File: src/rtl/uart_pkg.sv
// Shared UART types and helpers for the transmitter and a future receiver.
package uart_pkg;

    typedef enum logic [2:0] {
        IDLE,
        START,
        DATA,
        PARITY,
        STOP
    } uart_tx_state_e;

    // Widest data word any UART block in this family handles.
    localparam int unsigned MAX_DATA_WIDTH = 9;

    // Number of serial bit periods in one frame (start + data + parity + stop).
    function automatic int unsigned frame_len(input int unsigned data_width,
                                              input int unsigned parity_en,
                                              input int unsigned stop_bits);
        return 1 + data_width + parity_en + stop_bits;
    endfunction

    // Even parity is the XOR of the data bits; odd parity is its complement.
    // Narrow words are zero-extended by the caller, which leaves the XOR unchanged.
    function automatic logic parity_bit(input logic [MAX_DATA_WIDTH-1:0] data,
                                        input logic                      odd);
        return odd ? ~^data : ^data;
    endfunction

endpackage

File: src/rtl/uart_baud_cnt.sv
// Bit-period timer: load to ClksPerBit-1, count down, tick while at zero.
module uart_baud_cnt #(
    parameter int ClksPerBit = 16
) (
    input  logic clk_i,
    input  logic reset_i,
    input  logic load_i,
    output logic tick_o
);
    localparam int CntWidth = (ClksPerBit > 1) ? $clog2(ClksPerBit) : 1;
    localparam logic [CntWidth-1:0] LoadVal = CntWidth'(ClksPerBit - 1);
    localparam logic [CntWidth-1:0] CntOne  = CntWidth'(1);

    logic [CntWidth-1:0] cnt_q;

    // Count down from the loaded value and park at zero until reloaded.
    always_ff @(posedge clk_i or posedge reset_i) begin
        if (reset_i) begin
            cnt_q <= '0;
        end else if (load_i) begin
            cnt_q <= LoadVal;
        end else if (cnt_q != '0) begin
            cnt_q <= cnt_q - CntOne;
        end
    end

    assign tick_o = (cnt_q == '0);

endmodule

File: src/rtl/uart_tx_stream.sv
// UART transmitter fed from a FIFO read port; back-to-back frames with no idle gap.
//
// Handshake: a word moves on a rising clk_i edge where s_valid_i and s_ready_o
// are both high. s_ready_o depends only on registered state and reset_i, never
// on s_valid_i; s_data_i is only looked at on that accepting edge.
module uart_tx_stream
    import uart_pkg::*;
#(
    parameter int DataWidth  = 8,
    parameter int ClksPerBit = 16,
    parameter int ParityEn   = 0,
    parameter int ParityOdd  = 0,
    parameter int StopBits   = 1
) (
    input  logic                 clk_i,
    input  logic                 reset_i,
    input  logic                 s_valid_i,
    output logic                 s_ready_o,
    input  logic [DataWidth-1:0] s_data_i,
    output logic                 tx_o,
    output logic                 busy_o,
    output logic                 frame_done_o
);
    if (DataWidth < 5 || DataWidth > 9) begin : g_bad_data_width
        $error("uart_tx_stream: DataWidth must be within 5..9");
    end
    if (ClksPerBit < 2) begin : g_bad_clks_per_bit
        $error("uart_tx_stream: ClksPerBit must be at least 2");
    end
    if (StopBits < 1 || StopBits > 2) begin : g_bad_stop_bits
        $error("uart_tx_stream: StopBits must be 1 or 2");
    end

    localparam int BitWidth = $clog2(DataWidth + 1);
    localparam logic [BitWidth-1:0] BitLast  = BitWidth'(DataWidth - 1);
    localparam logic [BitWidth-1:0] StopLast = BitWidth'(StopBits - 1);
    localparam logic [BitWidth-1:0] BitOne   = BitWidth'(1);

    uart_tx_state_e       state_q, state_d;
    logic [DataWidth-1:0] shift_q, shift_d;
    logic [BitWidth-1:0]  bit_cnt_q, bit_cnt_d;
    logic                 parity_q, parity_d;
    logic                 tx_q, tx_d;
    logic                 baud_load;
    logic                 baud_tick;
    logic                 last_stop;
    logic                 accept;

    uart_baud_cnt #(
        .ClksPerBit(ClksPerBit)
    ) u_baud (
        .clk_i  (clk_i),
        .reset_i(reset_i),
        .load_i (baud_load),
        .tick_o (baud_tick)
    );

    assign last_stop    = (state_q == STOP) && (bit_cnt_q == '0) && baud_tick;
    assign s_ready_o    = ~reset_i & ((state_q == IDLE) | last_stop);
    assign accept       = s_valid_i & s_ready_o;
    assign busy_o       = (state_q != IDLE);
    assign frame_done_o = last_stop;
    assign tx_o         = tx_q;

    // Next-state, next-bit and timer reload; acceptance overrides the end of a frame.
    always_comb begin
        state_d   = state_q;
        shift_d   = shift_q;
        bit_cnt_d = bit_cnt_q;
        parity_d  = parity_q;
        tx_d      = tx_q;
        baud_load = 1'b0;
        case (state_q)
            IDLE: begin
                tx_d = 1'b1;
            end
            START: begin
                if (baud_tick) begin
                    state_d   = DATA;
                    tx_d      = shift_q[0];
                    shift_d   = shift_q >> 1;
                    bit_cnt_d = BitLast;
                    baud_load = 1'b1;
                end
            end
            DATA: begin
                if (baud_tick) begin
                    baud_load = 1'b1;
                    if (bit_cnt_q != '0) begin
                        bit_cnt_d = bit_cnt_q - BitOne;
                        tx_d      = shift_q[0];
                        shift_d   = shift_q >> 1;
                    end else if (ParityEn != 0) begin
                        state_d = PARITY;
                        tx_d    = parity_q;
                    end else begin
                        state_d   = STOP;
                        tx_d      = 1'b1;
                        bit_cnt_d = StopLast;
                    end
                end
            end
            PARITY: begin
                if (baud_tick) begin
                    state_d   = STOP;
                    tx_d      = 1'b1;
                    bit_cnt_d = StopLast;
                    baud_load = 1'b1;
                end
            end
            STOP: begin
                if (baud_tick && bit_cnt_q != '0) begin
                    bit_cnt_d = bit_cnt_q - BitOne;
                    tx_d      = 1'b1;
                    baud_load = 1'b1;
                end
            end
            default: begin
                state_d = IDLE;
                tx_d    = 1'b1;
            end
        endcase

        if (accept) begin
            state_d   = START;
            tx_d      = 1'b0;
            shift_d   = s_data_i;
            parity_d  = parity_bit(MAX_DATA_WIDTH'(s_data_i), ParityOdd != 0);
            bit_cnt_d = '0;
            baud_load = 1'b1;
        end else if (last_stop) begin
            state_d = IDLE;
            tx_d    = 1'b1;
        end
    end

    // State and datapath registers; reset drives the line idle-high at once.
    always_ff @(posedge clk_i or posedge reset_i) begin
        if (reset_i) begin
            state_q   <= IDLE;
            shift_q   <= '0;
            bit_cnt_q <= '0;
            parity_q  <= 1'b0;
            tx_q      <= 1'b1;
        end else begin
            state_q   <= state_d;
            shift_q   <= shift_d;
            bit_cnt_q <= bit_cnt_d;
            parity_q  <= parity_d;
            tx_q      <= tx_d;
        end
    end

endmodule

File: config.mk
export PLATFORM = sky130hd
export DESIGN_NAME = uart_tx_stream
export DESIGN_NICKNAME = d
export VERILOG_FILES = /design/src/rtl/uart_pkg.sv /design/src/rtl/uart_baud_cnt.sv /design/src/rtl/uart_tx_stream.sv
export SDC_FILE = /design/constraint.sdc
export NUM_CORES = 1
export LEC_CHECK = 0
export ABC_AREA = 1
export CAP_MARGIN = 20
export CORE_UTILIZATION = 30
export DETAILED_ROUTE_END_ITERATION = 8
export PLACE_DENSITY = 0.59
export SLEW_MARGIN = 25
export SYNTH_ARGS = -nofsm -noshare
export SYNTH_HDL_FRONTEND = slang
export SYNTH_SLANG_ARGS = --single-unit
File: constraint.sdc
create_clock -name clk_i -period 4.75 [get_ports clk_i]
set_input_delay 0.475 -clock clk_i [delete_from_list [all_inputs] [get_ports clk_i]]
set_output_delay 0.475 -clock clk_i [all_outputs]
set_load 0.005 [all_outputs]
==> qor.csv <==
stage;metric;value;unit
status;outcome;finished, final reports clean;
floorplan;FP Rows;23;
floorplan;Die Y;67.3;microns
place;post-DP HPWL;1880;microns
floorplan;die area;4530;sq um
critical_path;crit-path max FO;10;
min_path;Hold Crit Class;reg -> reg;
floorplan;Ports;15;
power;Sw Share;18.4;%
logic_synthesis;Synth Instances;157;
sta;Worst Tran Pin Value;0.887;ns
cts;CTS tree;yes;
logic_synthesis;Mapped Area;1280;sq um
grt;first-pass GRT wire length;4400;microns
detailed_routing;vias;1052;
cts;Clk pin slew, worst setup/hold paths;0.08;ns
cts;CTS root buf;clkbuf_8;
sta;crit share post-route;54.4;%
logic_synthesis;sequential share of the synthesized area;39.2;%
critical_path;CP required;4.28;ns
layout;ant diodes;0;
power;PD cells;232;nW/um^2
layout;nets;189;
logic_synthesis;Async SR Flop Fraction;100;%
detailed_routing;Final ANT Viol Nets;0;
floorplan;starting utilization of the core area;31.5;%
cts;buffer depth of the longest clock path;2;
detailed_routing;residual DRC count;0;
power;sequential group share of total power;47.9;%
grt;total gr overflow;0;
critical_path;Worst R2R Setup Slack;3.00;ns
sta;setup TNS;0;ns
layout;most frequent cells in the layout;34 x nand3_1, 32 x nand2_1, 19 x dfrtp_1;
logic_synthesis;post-synth cell types;28;
logic_synthesis;Post-synth EDFFs;0;
logic_synthesis;mean post-synth cell area;8.15;sq um
power;switching power;65.5;uW
power;maximum VDD drop;0.125;mV
power;Pleak;0.000743;uW
sta;Fmax achieved;387;MHz
power;power share of the combinational group;4.0;%
sta;Slew Viols, Final;0;
power;Power Internal;290;uW
floorplan;core area;4060;sq um
job;max-cap viol count;0;
detailed_routing;wire per inst;11.3;microns
sta;min setup slack post-route;2.17;ns
critical_path;Crit Path Class;reg -> out;
sta;final hold vios;0;
cts;cts repair resizes;0;
place;RD Place Congestion;0.755;
floorplan;die width;67.3;microns
layout;layout cells sized above 1;16.2;%
sta;final setup fails;0;
cts;clk sink count;20;
grt;vias in the first global route;996;
sta;slew margin rel.;40.8;%
critical_path;CP Launch Type;register;
detailed_routing;via-per-instance ratio;4.72;
cts;Setup Fix Bufs, Post-CTS;0;
place;number of port buffers;14;
cts;CTS H-tree depth;1;
logic_synthesis;leading register cell type out of synthesis;dfrtp_1;
detailed_routing;DRT Pass-1 Iters;4;
grt;largest net degree at the start of global routing;23;
detailed_routing;initial DRC count;40;
sta;fin crit period;2.58;ns
layout;most common cell after layout, fill and taps aside;nand3_1;
critical_path;CP arrival;2.11;ns
layout;Area Growth Syn to Fin;19.9;%
logic_synthesis;Synth Register Bits;20;
sta;RSZ-0062 raised after global routing;no;
logic_synthesis;Synth Net Count;172;
grt;initial antenna violation count;0;
logic_synthesis;synthesis warning total;0;
power;Clock power frac;48.1;%
grt;GRT Overall Usage;12.8;%
detailed_routing;Routed WL;2510;microns
place;pre-CTS WS;2.31;ns
cts;CTS Buf Count;3;
cts;worst-skew pair later-pin latency;0.26;ns
sta;Layout Skew;0.00457;ns
cts;CTS Hold Buffers Added;0;
critical_path;Critical Path Sink Type;primary output;
==> critical path, cell delays in order, from the launching register on <==
cell and delay (ns):
dfrtp_1 0.38, inv_1 0.11, ha_1 0.17, nand2_2 0.09, nor2_8 0.20, nand3_4 0.12
a21oi_4 0.22, clkdlybuf4s50_1 0.54
==> logic make-up after synthesis <==
group | share of synthesized area [%]
buffers and inverters | 8.41
flip-flops | 39.2
adder cells (fa/ha/maj) | 3.91
AO/OA/AOI/OAI | 7.92
AND/OR/NAND/NOR | 38.5
XOR/XNOR | 2.05
==> registers in the layout, indices dropped and copies added (netlist names) <==
signal / flops
bit_cnt_q: 4
state_q: 3
shift_q: 8
u_baud.cnt_q: 4
tx_o: 1
==> power by group through the flow <==
stage	Combinational, uW	Sequential [uW]	Clock, uW
finish	14.1	171	171
global route	15.8	171	182
CTS	14.6	171	175
detailed placement	14.6	174	0
global placement	14.3	174	0
floorplan	5.01	174	0
==> final cells by class <==
type	count	area [sq um]
fillers	416	2520
clock inverters	1	30.0
repair buffers	14	140
inverters	23	88.8
well taps	50	62.6
multi-input cells	112	671
flip-flops and latches	20	502
clock buffers	3	41.3
==> stage by stage <==
| stage | instances | total power [uW] | instance area [sq um] | hold WS, ns | util (%) |
|---|---|---|---|---|---|
| finish | 223 | 356 | 1540 | 0.506 | 37.8 |
| global route | 223 | 369 | 1540 | 0.536 | 37.8 |
| CTS | 223 | 361 | 1540 | 0.506 | 37.8 |
| detailed placement | 219 | 189 | 1460 | 0.483 | 36.1 |
| global placement | 219 | 188 | 1460 | 0.480 | 36.1 |
| floorplan | 157 | 179 | 1280 | 0.465 | - |
==> worst paths after layout <==
check                                startpoint              end  cells past startpoint
min in group asynchronous               reset_i       shift_q[6]                      2
worst max-delay path            u_baud.cnt_q[0]        s_ready_o                      7
max in group asynchronous               reset_i     bit_cnt_q[0]                      2
worst min-delay path            u_baud.cnt_q[0]  u_baud.cnt_q[0]                      2
worst min register to register  u_baud.cnt_q[0]  u_baud.cnt_q[0]                      2
worst max register to register  u_baud.cnt_q[0]     bit_cnt_q[3]                      9
==> synthesized netlist by cell type (2+ instances only) <==
library cell  instances  share of area (%)
xnor2_1               3                2.1
o21ai_1               5                2.0
o21ai_0               6                2.3
ha_1                  4                3.9
inv_1                16                4.7
nand2_1              32                9.4
a21oi_1               3                1.2
nand3_4               3                4.1
nor2_1                4                1.2
dfrtp_1              19                 37
nand3_1              34                 13
nor2_8                2                3.1
inv_2                 6                1.8
nand2_2               6                2.9
==> metal layers <==
layer	share of wire, %	global-route usage [%]
met1	48	16.3
met2	48	21.6
met3	4.3	2.87
met4	0	3.72
met5	0	0
No activity file was read; power rests on OpenSTA's default activity.
